`config.mk`:
```
export PLATFORM = sky130hd
export DESIGN_NAME = instruction_fetch_unit
export DESIGN_NICKNAME = d
export VERILOG_FILES = /design/src/rtl/instruction_fetch_unit.sv
export SDC_FILE = /design/constraint.sdc
export NUM_CORES = 1
export LEC_CHECK = 0
export CORE_ASPECT_RATIO = 0.5
export CORE_MARGIN = 10
export CORE_UTILIZATION = 41
export CTS_CLUSTER_SIZE = 16
export DETAILED_ROUTE_END_ITERATION = 7
export GPL_TIMING_DRIVEN = 0
export PLACE_DENSITY = 0.79
export SLEW_MARGIN = 10
export SYNTH_ARGS = -nofsm -noshare
export SYNTH_HDL_FRONTEND = slang
export SYNTH_SLANG_ARGS = --single-unit
```
`constraint.sdc`:
```
create_clock -name Clk -period 1.7 [get_ports Clk]
set_clock_uncertainty 0.15 [all_clocks]
set_input_delay 0.255 -clock Clk [delete_from_list [all_inputs] [get_ports Clk]]
set_output_delay 0.255 -clock Clk [all_outputs]
set_load 0.1 [all_outputs]
```
`src/rtl/instruction_fetch_unit.sv`:
```
// Instruction fetch unit: owns the program counter, addresses the instruction
// memory (combinational read) and loads the IF/ID pipeline register. Handles
// stall, redirect, a sticky halt, and keeps a saturating count of delivered
// instructions.
module instruction_fetch_unit #(
  parameter logic [15:0] RESET_PC = 16'h0000,
  parameter logic [15:0] PC_STEP  = 16'h0001
) (
  input  logic        Clk,
  input  logic        Reset,
  output logic [15:0] InstructionAddress,
  input  logic [15:0] Instruction,
  input  logic        Stall,
  input  logic        Redirect,
  input  logic [15:0] RedirectTarget,
  input  logic        Halt,
  output logic [15:0] IfIdInstruction,
  output logic [15:0] IfIdPC,
  output logic        IfIdValid,
  output logic        Halted,
  output logic [15:0] FetchCount
);

  // The all-zero word is the NOP encoding used for flushed IF/ID slots.
  localparam logic [15:0] NOP = 16'h0000;

  typedef enum logic [1:0] {
    BOOT,
    FETCH,
    STALLED,
    HALTED
  } state_t;

  state_t      state_q, state_d;
  logic [15:0] pc_q, pc_d;
  logic [15:0] ifid_instr_q, ifid_instr_d;
  logic [15:0] ifid_pc_q, ifid_pc_d;
  logic        ifid_valid_q, ifid_valid_d;
  logic [15:0] fetch_count_q, fetch_count_d;
  logic [15:0] pc_next_seq;
  logic [15:0] fetch_count_inc;

  // Sequential successor of the PC (16-bit modulo wrap is intended) and the
  // saturating increment of the delivered-instruction counter.
  assign pc_next_seq     = pc_q + PC_STEP;
  assign fetch_count_inc = (fetch_count_q == 16'hFFFF) ? fetch_count_q
                                                       : fetch_count_q + 16'd1;

  // State and datapath registers; synchronous reset has top priority.
  always_ff @(posedge Clk) begin
    // NOTE: every register here uses non-blocking assignments so all of them
    // sample the values computed before this edge, independent of order.
    if (Reset) begin
      state_q       <= BOOT;
      pc_q          <= RESET_PC;
      ifid_instr_q  <= NOP;
      ifid_pc_q     <= 16'h0000;
      ifid_valid_q  <= 1'b0;
      fetch_count_q <= 16'h0000;
    end else begin
      state_q       <= state_d;
      pc_q          <= pc_d;
      ifid_instr_q  <= ifid_instr_d;
      ifid_pc_q     <= ifid_pc_d;
      ifid_valid_q  <= ifid_valid_d;
      fetch_count_q <= fetch_count_d;
    end
  end

  // Next-state and next-register logic: Redirect > Halt > Stall > fetch.
  always_comb begin
    // NOTE: every signal gets a hold value first, so no path through the
    // branches below can leave one unassigned and infer a latch.
    state_d       = state_q;
    pc_d          = pc_q;
    ifid_instr_d  = ifid_instr_q;
    ifid_pc_d     = ifid_pc_q;
    ifid_valid_d  = ifid_valid_q;
    fetch_count_d = fetch_count_q;

    if (state_q != HALTED) begin
      if (Redirect) begin
        // Squash the in-flight fetch; the target is fetched on the next edge
        // even if Stall is also high.
        state_d      = FETCH;
        pc_d         = RedirectTarget;
        ifid_instr_d = NOP;
        ifid_valid_d = 1'b0;
      end else if (Halt) begin
        state_d      = HALTED;
        ifid_instr_d = NOP;
        ifid_valid_d = 1'b0;
      end else if (Stall) begin
        // Everything holds; the held PC is fetched once Stall drops.
        state_d = STALLED;
      end else if (state_q == BOOT) begin
        // One settling cycle on RESET_PC before the first real fetch.
        state_d = FETCH;
      end else begin
        // FETCH, or STALLED with Stall released: deliver the word at the PC.
        state_d       = FETCH;
        ifid_instr_d  = Instruction;
        ifid_pc_d     = pc_next_seq;
        ifid_valid_d  = 1'b1;
        pc_d          = pc_next_seq;
        fetch_count_d = fetch_count_inc;
      end
    end
  end

  assign InstructionAddress = pc_q;
  assign IfIdInstruction    = ifid_instr_q;
  assign IfIdPC             = ifid_pc_q;
  assign IfIdValid          = ifid_valid_q;
  assign Halted             = (state_q == HALTED);
  assign FetchCount         = fetch_count_q;

endmodule

```
* Word level (Yosys, flattened, before mapping)
Cells that the tools add are included.
W data, S select, Z words.
** Storage, ports and cells
- Input port bits :: 37
- Logic and storage cells :: 41
- Register bits after elaboration :: 67
- Output and inout port bits :: 66
** Operators by class
- Equality and inequality tests :: 8
- Bitwise logic cells :: 5
- Add/subtract/negate cells :: 2
- Multiplexer cells :: 15
- Reductions and logical operators :: 5
** Operator list (number)
- $mux W16 :: 8
- $add A16 B1 Y16 const B :: 2
- $eq A16 B16 Y1 const B :: 1
- $mux W2 :: 3
- $ne A2 B2 Y1 const B :: 3
- $reduce_and A6 Y1 :: 1
- $not A1 Y1 :: 5
- $reduce_and A5 Y1 :: 1
- $mux W1 :: 4
- $reduce_and A4 Y1 :: 1
- $ne A3 B1 Y1 const B :: 1
- $ne A3 B3 Y1 const B :: 1
- $reduce_and A3 Y1 :: 1
- $eq A2 B2 Y1 const B :: 1
- $logic_not A2 Y1 :: 1
- $ne A2 B1 Y1 const B :: 1

* Depth between registers and ports, before layout
Gate-level depths: netlist of the first run.
- Depth in word-level cells :: 5
- Depth in mapped cells :: 7
- Depth with buffers taken out :: 6

* Worst setup path before layout of the first run
Ideal clock, no wire load.
- Kind :: register -> register
- Start :: register pc_q[0], in the netlist InstructionAddress[0]
- End :: register pc_q[10], in the netlist InstructionAddress[10]
- Data required time :: 1476 ps
- Library setup time :: 74 ps
- Setup slack :: -998 ps
- Path buffers :: 0
- Clock period less this slack :: 2698 ps
- Arrival time :: 2473 ps
- Stages on the path, launching flop included :: 7
- Cells stage by stage :: dfxtp_1 -> ha_1 -> nand3_1 -> nor2_1 -> nand3_1 -> or3_1 -> a31oi_1
** On the way
- Word-level cells in the longest chain between the ends :: 5
** Ends and longest elaborated chain
- start: declaration :: line 35 : logic [15:0] pc_q, pc_d;
- start signal: assignment :: line 62 : pc_q <= pc_d;
- $add A16 B1 Y16 :: line 45 : assign pc_next_seq = pc_q + PC_STEP;
- $mux W16 :: line 96 : end else if (state_q == BOOT) begin
- $mux W16 :: line 93 : end else if (Stall) begin
- $mux W16 :: line 89 : end else if (Halt) begin
- $mux W16 :: line 82 : if (Redirect) begin
No other way between the ends. The select of a mux whose other input is x is not followed.
A chain may end at the register's enable or synchronous reset.

* Worst setup path in the final report of the first run
- Start :: register state_q[0]
- End :: register pc_q[9], in the netlist InstructionAddress[9]
** On the way
- Word-level cells in the longest chain between the ends :: 3
** Ends and longest elaborated chain
- start: declaration :: line 34 : state_t state_q, state_d;
- start signal: assignment :: line 61 : state_q <= state_d;
- $logic_not A2 Y1 :: line 96
- $ne A2 B2 Y1 (no source line)
- $reduce_and A4 Y1 (no source line) (*)
Every way passes the cells marked *; elsewhere a longest branch is shown, timed or not.

==> impl_summary.txt, run 1 <==
----------------------------------------------------
[Die]
  Top Ports ... between 100 and 150
  Standard cell core area ... 7290 sq um
  Row Count ... 22
  Die extent in y ... around 81 um
  Chip Width ... 142 um
  Initial cell density of the core ... 0.419
  Total Die Area ... 11500 sq um

[Pwr]
  Total design power ... 4.45 mW
  Power density over cell area ... roughly 860 nW/um^2
  LEAKAGE ... 1.95 nW
  IR drop worst, VDD ... 0.512 mV

[Clock network]
  Clock-pin slew on the worst setup and hold paths ... 0.06 ns
  Cts-stage hold buffer count ... 0
  TritonCTS clock tree ... done
  Max H-tree Level ... 3
  Clock insertion delay at the later pin of the skew report ... 0.34 ns
  Maximum number of buffers from clock root to sink ... 2
  Clk Tree Root Cell ... clkbuf_16
  Cts bufs inserted ... 9
  Number of clock sinks ... 67

[Yosys]
  Top area cells in the synthesized netlist ... dfxtp_1 44%, nor2_1 8.0%, a22oi_1 4.2%
  Gate Count Post-Synth ... approximately 360
  Number of flops mapped to enable cells by yosys ... 0
  Top flip-flop cell by instance count after synthesis ... dfxtp_1
  Synthesized flop and latch total ... 67
  Mean Syn Cell Area ... 8.42 sq um
  Synth top area share ... 0.439
  Number of distinct library cells after synthesis ... 47
  YS warnings ... 0
  Combined area of all synthesized cells ... 3060 sq um
  Share of async-settable or async-resettable flops after synthesis ... 0
  Largest area contributor in the netlist ... dfxtp_1
  Sequential area share after synthesis ... 0.439
  Number of nets produced by synthesis ... 402

[Final layout]
  Layout cells sized above 1 ... 0.404
  Post-layout instance area ... 5180 sq um
  # fillers ... 514
  Antenna Diode Count ... 0
  Multi-input logic area ... 1850 sq um
  Total Nets Final ... about 540
  Register area ... 1460 sq um
  Signed area change from the synthesized netlist to the final layout ... 69.4%

[Place]
  Quantity of I/O buffers inserted on ports ... ~100
  Placement-stage cell area ... 4420 sq um
  Half-perimeter wire length after detailed placement ... 7.22 mm
  Post-Place Worst Slack ... -0.675 ns
  Placer Congestion ... roughly 0.85

[Global route]
  GR Util All Layers ... 0.175
  Via count of the first global-routing pass ... 3109
  Largest net degree at the start of global routing ... 12
  Total grt overflow ... 0
  Initial antenna violation count ... 0
  Global-route wire length before repair ... 16.1 mm

[Setup path]
  Arrival time at the worst endpoint ... 1.85 ns
  Worst Setup End Kind ... flip-flop
  Crit path kind ... reg2reg
  Ordered list of cells on the worst path ... xnor2_4, or2_4, buf_8, or3_1, a31oi_1
  CP Launch Type ... flip-flop
  Maximum fanout along the worst path ... 8
  Largest delay share family, worst path ... simple AND/OR/NAND/NOR gates
  Length in cells of the worst reg-to-reg path ... 5
  WP buf/inv ... 1
  Worst-path cell with the longest stage delay ... dfxtp_4
  Critical path required time ... 1.81 ns
  CP peak stage delay ... around 0.37 ns
  Total stage count of the critical path ... 5

[Routing]
  Count of vias placed by the detailed router ... 3334
  Wire length after detailed routing ... 11.1 mm
  Detailed-route wire length per cell ... 18.3 um
  Number of remaining DRC errors ... 0
  Total iterations of the first detailed-routing run ... 5
  Number of nets with antenna violations after detailed routing ... 0
  Ratio of routed vias to standard cells ... 5.50
  DRT iter0 DRCs ... 280

[STA]
  Setup repair after global routing missed its margin ... true
  Final setup TNS ... -0.0697 ns
  Achievable frequency ... 576 MHz
  Max transition margin ... 0.623
  Slew at the pin closest to its max-slew limit ... 0.569 ns
  Share of the cycle needed by the critical path after routing ... 1.02
  Post-route worst setup slack ... -0.0372 ns
  Period minus WS final ... between 1.5 and 2 ns
  Fin. Hold Viols ... 0
  Endpoints failing setup ... 4
  Worst hold slack after final layout ... between 0.03 and 0.04 ns
  Final slew viol count ... 0

[Status]
  Result of the run ... finished, violations left
  Failing checks ... setup timing

[Job]
  Max capacitance violation total ... 0

[Hold path]
  Cells on Worst Hold Path ... 2
  Min-Delay Path Class ... in2reg

----------------------------------------------------
-- worst register-to-register path, cell delays in order, from the launching register on --
cell and delay [ns]:
dfxtp_4 0.37, xnor2_4 0.17, or2_4 0.30, buf_8 0.16, or3_1 0.35, a31oi_1 0.16
-- kinds of logic (layout without fill, tap and decap cells) --
family / after synthesis / after routing / share of synthesized area
multiplexers: 2 / 2 / 0.00655
adder cells (fa/ha/maj): 2 / 2 / 0.00819
AO/OA/AOI/OAI: 99 / 99 / 0.218
AND/OR/NAND/NOR: 139 / 139 / 0.216
buffers and inverters: 30 / 177 / 0.0438
flip-flops: 67 / 67 / 0.439
XOR/XNOR: 24 / 24 / 0.0688
-- path summary, 6_finish.rpt --
kind / start / to / slack [ns]
min: Stall / state_q[0]$_SDFFE_PP0N_ / 0.03
max: state_q[0]$_SDFFE_PP0N_ / InstructionAddress[9]$_SDFFE_PP0P_ / -0.04
min reg2reg: IfIdPC[1]$_SDFFE_PP0P_ / IfIdPC[1]$_SDFFE_PP0P_ / 0.32
max reg2reg: state_q[0]$_SDFFE_PP0N_ / InstructionAddress[9]$_SDFFE_PP0P_ / -0.04
-- power by group --
group          switching (mW)  internal (mW)  leakage (nW)
sequential             0.0674           1.60         0.567
clock                   0.707           1.19         0.157
combinational           0.608          0.274          1.22
-- state kept, by name, indices dropped and copies added (netlist names) --
register,cells
FetchCount,16
IfIdInstruction,16
IfIdPC,16
InstructionAddress,16
state_q,2
IfIdValid,1
-- cell usage after synthesis, drive strengths merged, types with 3 or more instances --
| library cell | instances |
|---|---|
| a2111oi | 4 |
| a211oi | 10 |
| a21oi | 20 |
| a22oi | 17 |
| a31oi | 8 |
| and3 | 5 |
| buf | 7 |
| clkbuf | 16 |
| dfxtp | 67 |
| inv | 7 |
| nand2 | 24 |
| nand2b | 4 |
| nand3 | 15 |
| nand4 | 10 |
| nor2 | 65 |
| nor3 | 5 |
| nor4 | 3 |
| o211ai | 3 |
| o21ai | 21 |
| or3 | 3 |
| xnor2 | 12 |
| xor2 | 12 |
-- metal layers --
layer,track usage,share of wire
met5,0,0
met4,0.0578,0.012
met3,0.0629,0.070
met2,0.295,0.50
met1,0.205,0.41
-- metrics by stage --
| step | util | cells |
|---|---|---|
| final | 0.710 | 606 |
| after detailed placement | 0.607 | 560 |
| after CTS | 0.672 | 582 |
| after global routing | 0.710 | 606 |
| after global placement | 0.607 | 560 |
| after floorplan | - | 363 |
-- area by class of cell --
type | instances | share of cell area
plain buffers | 22 | 0.0321
clock buffers | 13 | 0.0563
clock inverters | 3 | 0.00314
inverters | 7 | 0.00507
multi-input cells | 266 | 0.357
flip-flops and latches | 67 | 0.281
well taps | 96 | 0.0232
repair buffers | 132 | 0.242
-- repair_timing --
item,4_1_cts,5_1_grt
cloned,0,0
endpoints found under the setup margin,132,72
pin swaps,9,20
gates resized for setup,243,57
buffers inserted,7,24
-- cells in the final DEF, fill, tap and decap left out, types with 14 or more instances in the layout --
cell              n
dfxtp_4          29
a22oi_1          17
o21ai_0          17
buf_2            14
nand2_1          20
clkdlybuf4s15_2  48
clkdlybuf4s50_1  33
dfxtp_1          34
a21oi_1          19
buf_4            31
nor2_1           60
No activity file was read; power rests on OpenSTA's default activity.
==> run 2, diff against run 1 <==
--- a/config.mk
+++ b/config.mk
@@ -5,6 +5,7 @@
 export SDC_FILE = /design/constraint.sdc
 export NUM_CORES = 1
 export LEC_CHECK = 0
+export ABC_CLOCK_PERIOD_IN_PS = 1700
 export CORE_ASPECT_RATIO = 0.5
 export CORE_MARGIN = 10
 export CORE_UTILIZATION = 41
==> results of run 2 <==
Final layout, timing and power as in run 1 (identical DEF).
==> run 3, diff against run 2 <==
--- a/config.mk
+++ b/config.mk
@@ -5,14 +5,14 @@
 export SDC_FILE = /design/constraint.sdc
 export NUM_CORES = 1
 export LEC_CHECK = 0
-export ABC_CLOCK_PERIOD_IN_PS = 1700
+export ABC_CLOCK_PERIOD_IN_PS = 1900
 export CORE_ASPECT_RATIO = 0.5
 export CORE_MARGIN = 10
-export CORE_UTILIZATION = 41
+export CORE_UTILIZATION = 46
 export CTS_CLUSTER_SIZE = 16
 export DETAILED_ROUTE_END_ITERATION = 7
 export GPL_TIMING_DRIVEN = 0
-export PLACE_DENSITY = 0.79
+export PLACE_DENSITY = 0.84
 export SLEW_MARGIN = 10
 export SYNTH_ARGS = -nofsm -noshare
 export SYNTH_HDL_FRONTEND = slang
==> constraint.sdc (replaced) <==
create_clock -name Clk -period 1.9 [get_ports Clk]
set_clock_uncertainty 0.15 [all_clocks]
set_input_delay 0.285 -clock Clk [delete_from_list [all_inputs] [get_ports Clk]]
set_output_delay 0.285 -clock Clk [all_outputs]
set_load 0.1 [all_outputs]
==> impl_summary.txt, run 3 (synthesis gave the netlist of run 1 again) <==
----------------------------------------------------
[Status]
  Result of the run ... completed

[Routing]
  Number of remaining DRC errors ... 0 (unchanged)
  Wire length after detailed routing ... 10.4 mm (-6.2%)
  Detailed-route wire length per cell ... 18.1 um (-1.3%)
  Number of nets with antenna violations after detailed routing ... 0 (unchanged)
  Ratio of routed vias to standard cells ... 5.66 (+2.9%)
  Count of vias placed by the detailed router ... 3262 (-2.2%)
  DRT iter0 DRCs ... 215 (-23%)
  Total iterations of the first detailed-routing run ... 5 (unchanged)

[Clock network]
  Cts-stage hold buffer count ... 0 (unchanged)
  Clock-pin slew on the worst setup and hold paths ... 0.05 ns (about the same)
  Cts bufs inserted ... 9 (unchanged)
  Max H-tree Level ... 3 (unchanged)
  Clk Tree Root Cell ... clkbuf_16
  Maximum number of buffers from clock root to sink ... 2 (unchanged)
  Clock insertion delay at the later pin of the skew report ... 0.34 ns (about the same)
  TritonCTS clock tree ... done
  Number of clock sinks ... 67 (unchanged)

[Place]
  Placer Congestion ... 0.882 (+4.2%)
  Post-Place Worst Slack ... -0.565 ns (+0.111 ns)
  Placement-stage cell area ... 4300 sq um (-2.7%)
  Half-perimeter wire length after detailed placement ... 7.22 mm (about the same)
  Quantity of I/O buffers inserted on ports ... 101 (unchanged)

[Pwr]
  Total design power ... 3.76 mW (-15%)
  Power density over cell area ... 782 nW/um^2 (-8.9%)
  IR drop worst, VDD ... 0.507 mV (-0.86%)
  LEAKAGE ... 1.74 nW (-11%)

[Die]
  Row Count ... 20 (-9.1%)
  Total Die Area ... 10500 sq um (-8.8%)
  Standard cell core area ... 6260 sq um (-14%)
  Die extent in y ... 77.6 um (-4.2%)
  Top Ports ... 103 (unchanged)
  Initial cell density of the core ... 0.489 (+0.0696)
  Chip Width ... 135 um (-4.8%)

[Final layout]
  Signed area change from the synthesized netlist to the final layout ... 57.5%
  Leading cell type in the layout, fill and taps excluded ... clkdlybuf4s15_2
  Total Nets Final ... 522 (-4.0%)
  Final core utilization ... 0.769 (+0.0595)
  Post-layout instance area ... 4810 sq um (-7.1%)
  Layout cells sized above 1 ... 0.320 (-0.0842)
  Most used cells in the layout excluding fill and tap cells ... 65 x clkdlybuf4s15_2, 62 x nor2_1, 37 x dfxtp_1
  Antenna Diode Count ... 0 (unchanged)

[STA]
  Achievable frequency ... ~540 MHz
  Final setup TNS ... 0 ns (+0.0697 ns)
  Slew at the pin closest to its max-slew limit ... 0.581 ns (+0.0123 ns)
  Endpoints failing setup ... 0 (-4)
  Share of the cycle needed by the critical path after routing ... 0.973
  Post-route worst setup slack ... 0.0511 ns (+0.0883 ns)
  Period minus WS final ... 1.85 ns
  Max transition margin ... 0.614 (-0.00818)
  Final slew viol count ... 0 (unchanged)
  Fin. Hold Viols ... 0 (unchanged)

[Hold path]
  Min-Delay Path Class ... in2reg

[Global route]
  Global-route wire length before repair ... 16.5 mm (+2.7%)
  Total grt overflow ... 0 (unchanged)
  GR Util All Layers ... 0.193 (+0.0188)
  Largest net degree at the start of global routing ... 11 (-1)
  Via count of the first global-routing pass ... 3161 (+1.7%)
  Initial antenna violation count ... 0 (unchanged)

[Setup path]
  CP Launch Type ... primary input
  Maximum fanout along the worst path ... 10 (+2)
  Arrival time at the worst endpoint ... 1.91 ns (+0.06 ns)
  Crit path kind ... in2reg
  Critical path required time ... 1.96 ns (+0.15 ns)
  Worst Setup End Kind ... flip-flop

[Job]
  Max capacitance violation total ... 0 (unchanged)

----------------------------------------------------
## run 3: cell count changes in the layout (fill, tap and decap cells not counted), sizes merged
cell	delta
inv	-1
clkdlybuf4s15	+16
dlygate4sd2	+2
clkbuf	+2
buf	-37
clkdlybuf4s18	-4
## run 3: repair_timing
item,4_1_cts,5_1_grt
setup endpoints to repair,121,51
pin swaps,1,10
setup buffers,0,11
gates resized for setup,216,15
## run 3: final timing paths
kind / start / end / slack (ns) / depth (start not counted)
max: Stall / FetchCount[4]$_SDFFE_PP0P_ / 0.05 / 7
min: Redirect / state_q[0]$_SDFFE_PP0N_ / 0.16 / 3
max reg2reg: InstructionAddress[0]$_SDFFE_PP0P_ / InstructionAddress[10]$_SDFFE_PP0P_ / 0.09 / 6
min reg2reg: IfIdPC[1]$_SDFFE_PP0P_ / IfIdPC[1]$_SDFFE_PP0P_ / 0.32 / 2
## run 3: through the flow
step | hold slack, ns | instances
global route | 0.160 | 576
finish | 0.160 | 576
detailed placement | 0.309 | 552
CTS | 0.138 | 567
floorplan | 0.243 | 363
global placement | 0.308 | 552
## run 3: layout make-up
class,count,area (sq um)
multi-input cells,266,1690
plain buffers,20,115
fillers,435,1440
clock buffers,14,264
flip-flops and latches,67,1420
repair buffers,112,1170
inverters,7,26.3
clock inverters,2,10.0
well taps,88,110
## run 3: where the power goes
part           total, mW  internal [mW]  switching [mW]
combinational      0.738          0.215           0.523
clock               1.52          0.950           0.574
sequential          1.50           1.44          0.0583
## run 3: critical path: stages
cell and delay [ns]:
dlygate4sd2_1 0.28, or3_4 0.41, or2_4 0.28, buf_6 0.16, a211oi_1 0.28, xnor2_1 0.16, nor2_1 0.05
## run 3: routing by layer
layer / vias to the layer above / wire (um) / global-route usage
met5: - / 0 / 0
met4: 0 / 318 / 0.0983
met3: 26 / 681 / 0.0668
met2: 129 / 5150 / 0.314
met1: 1547 / 4270 / 0.223
li1: 1560 / - / -
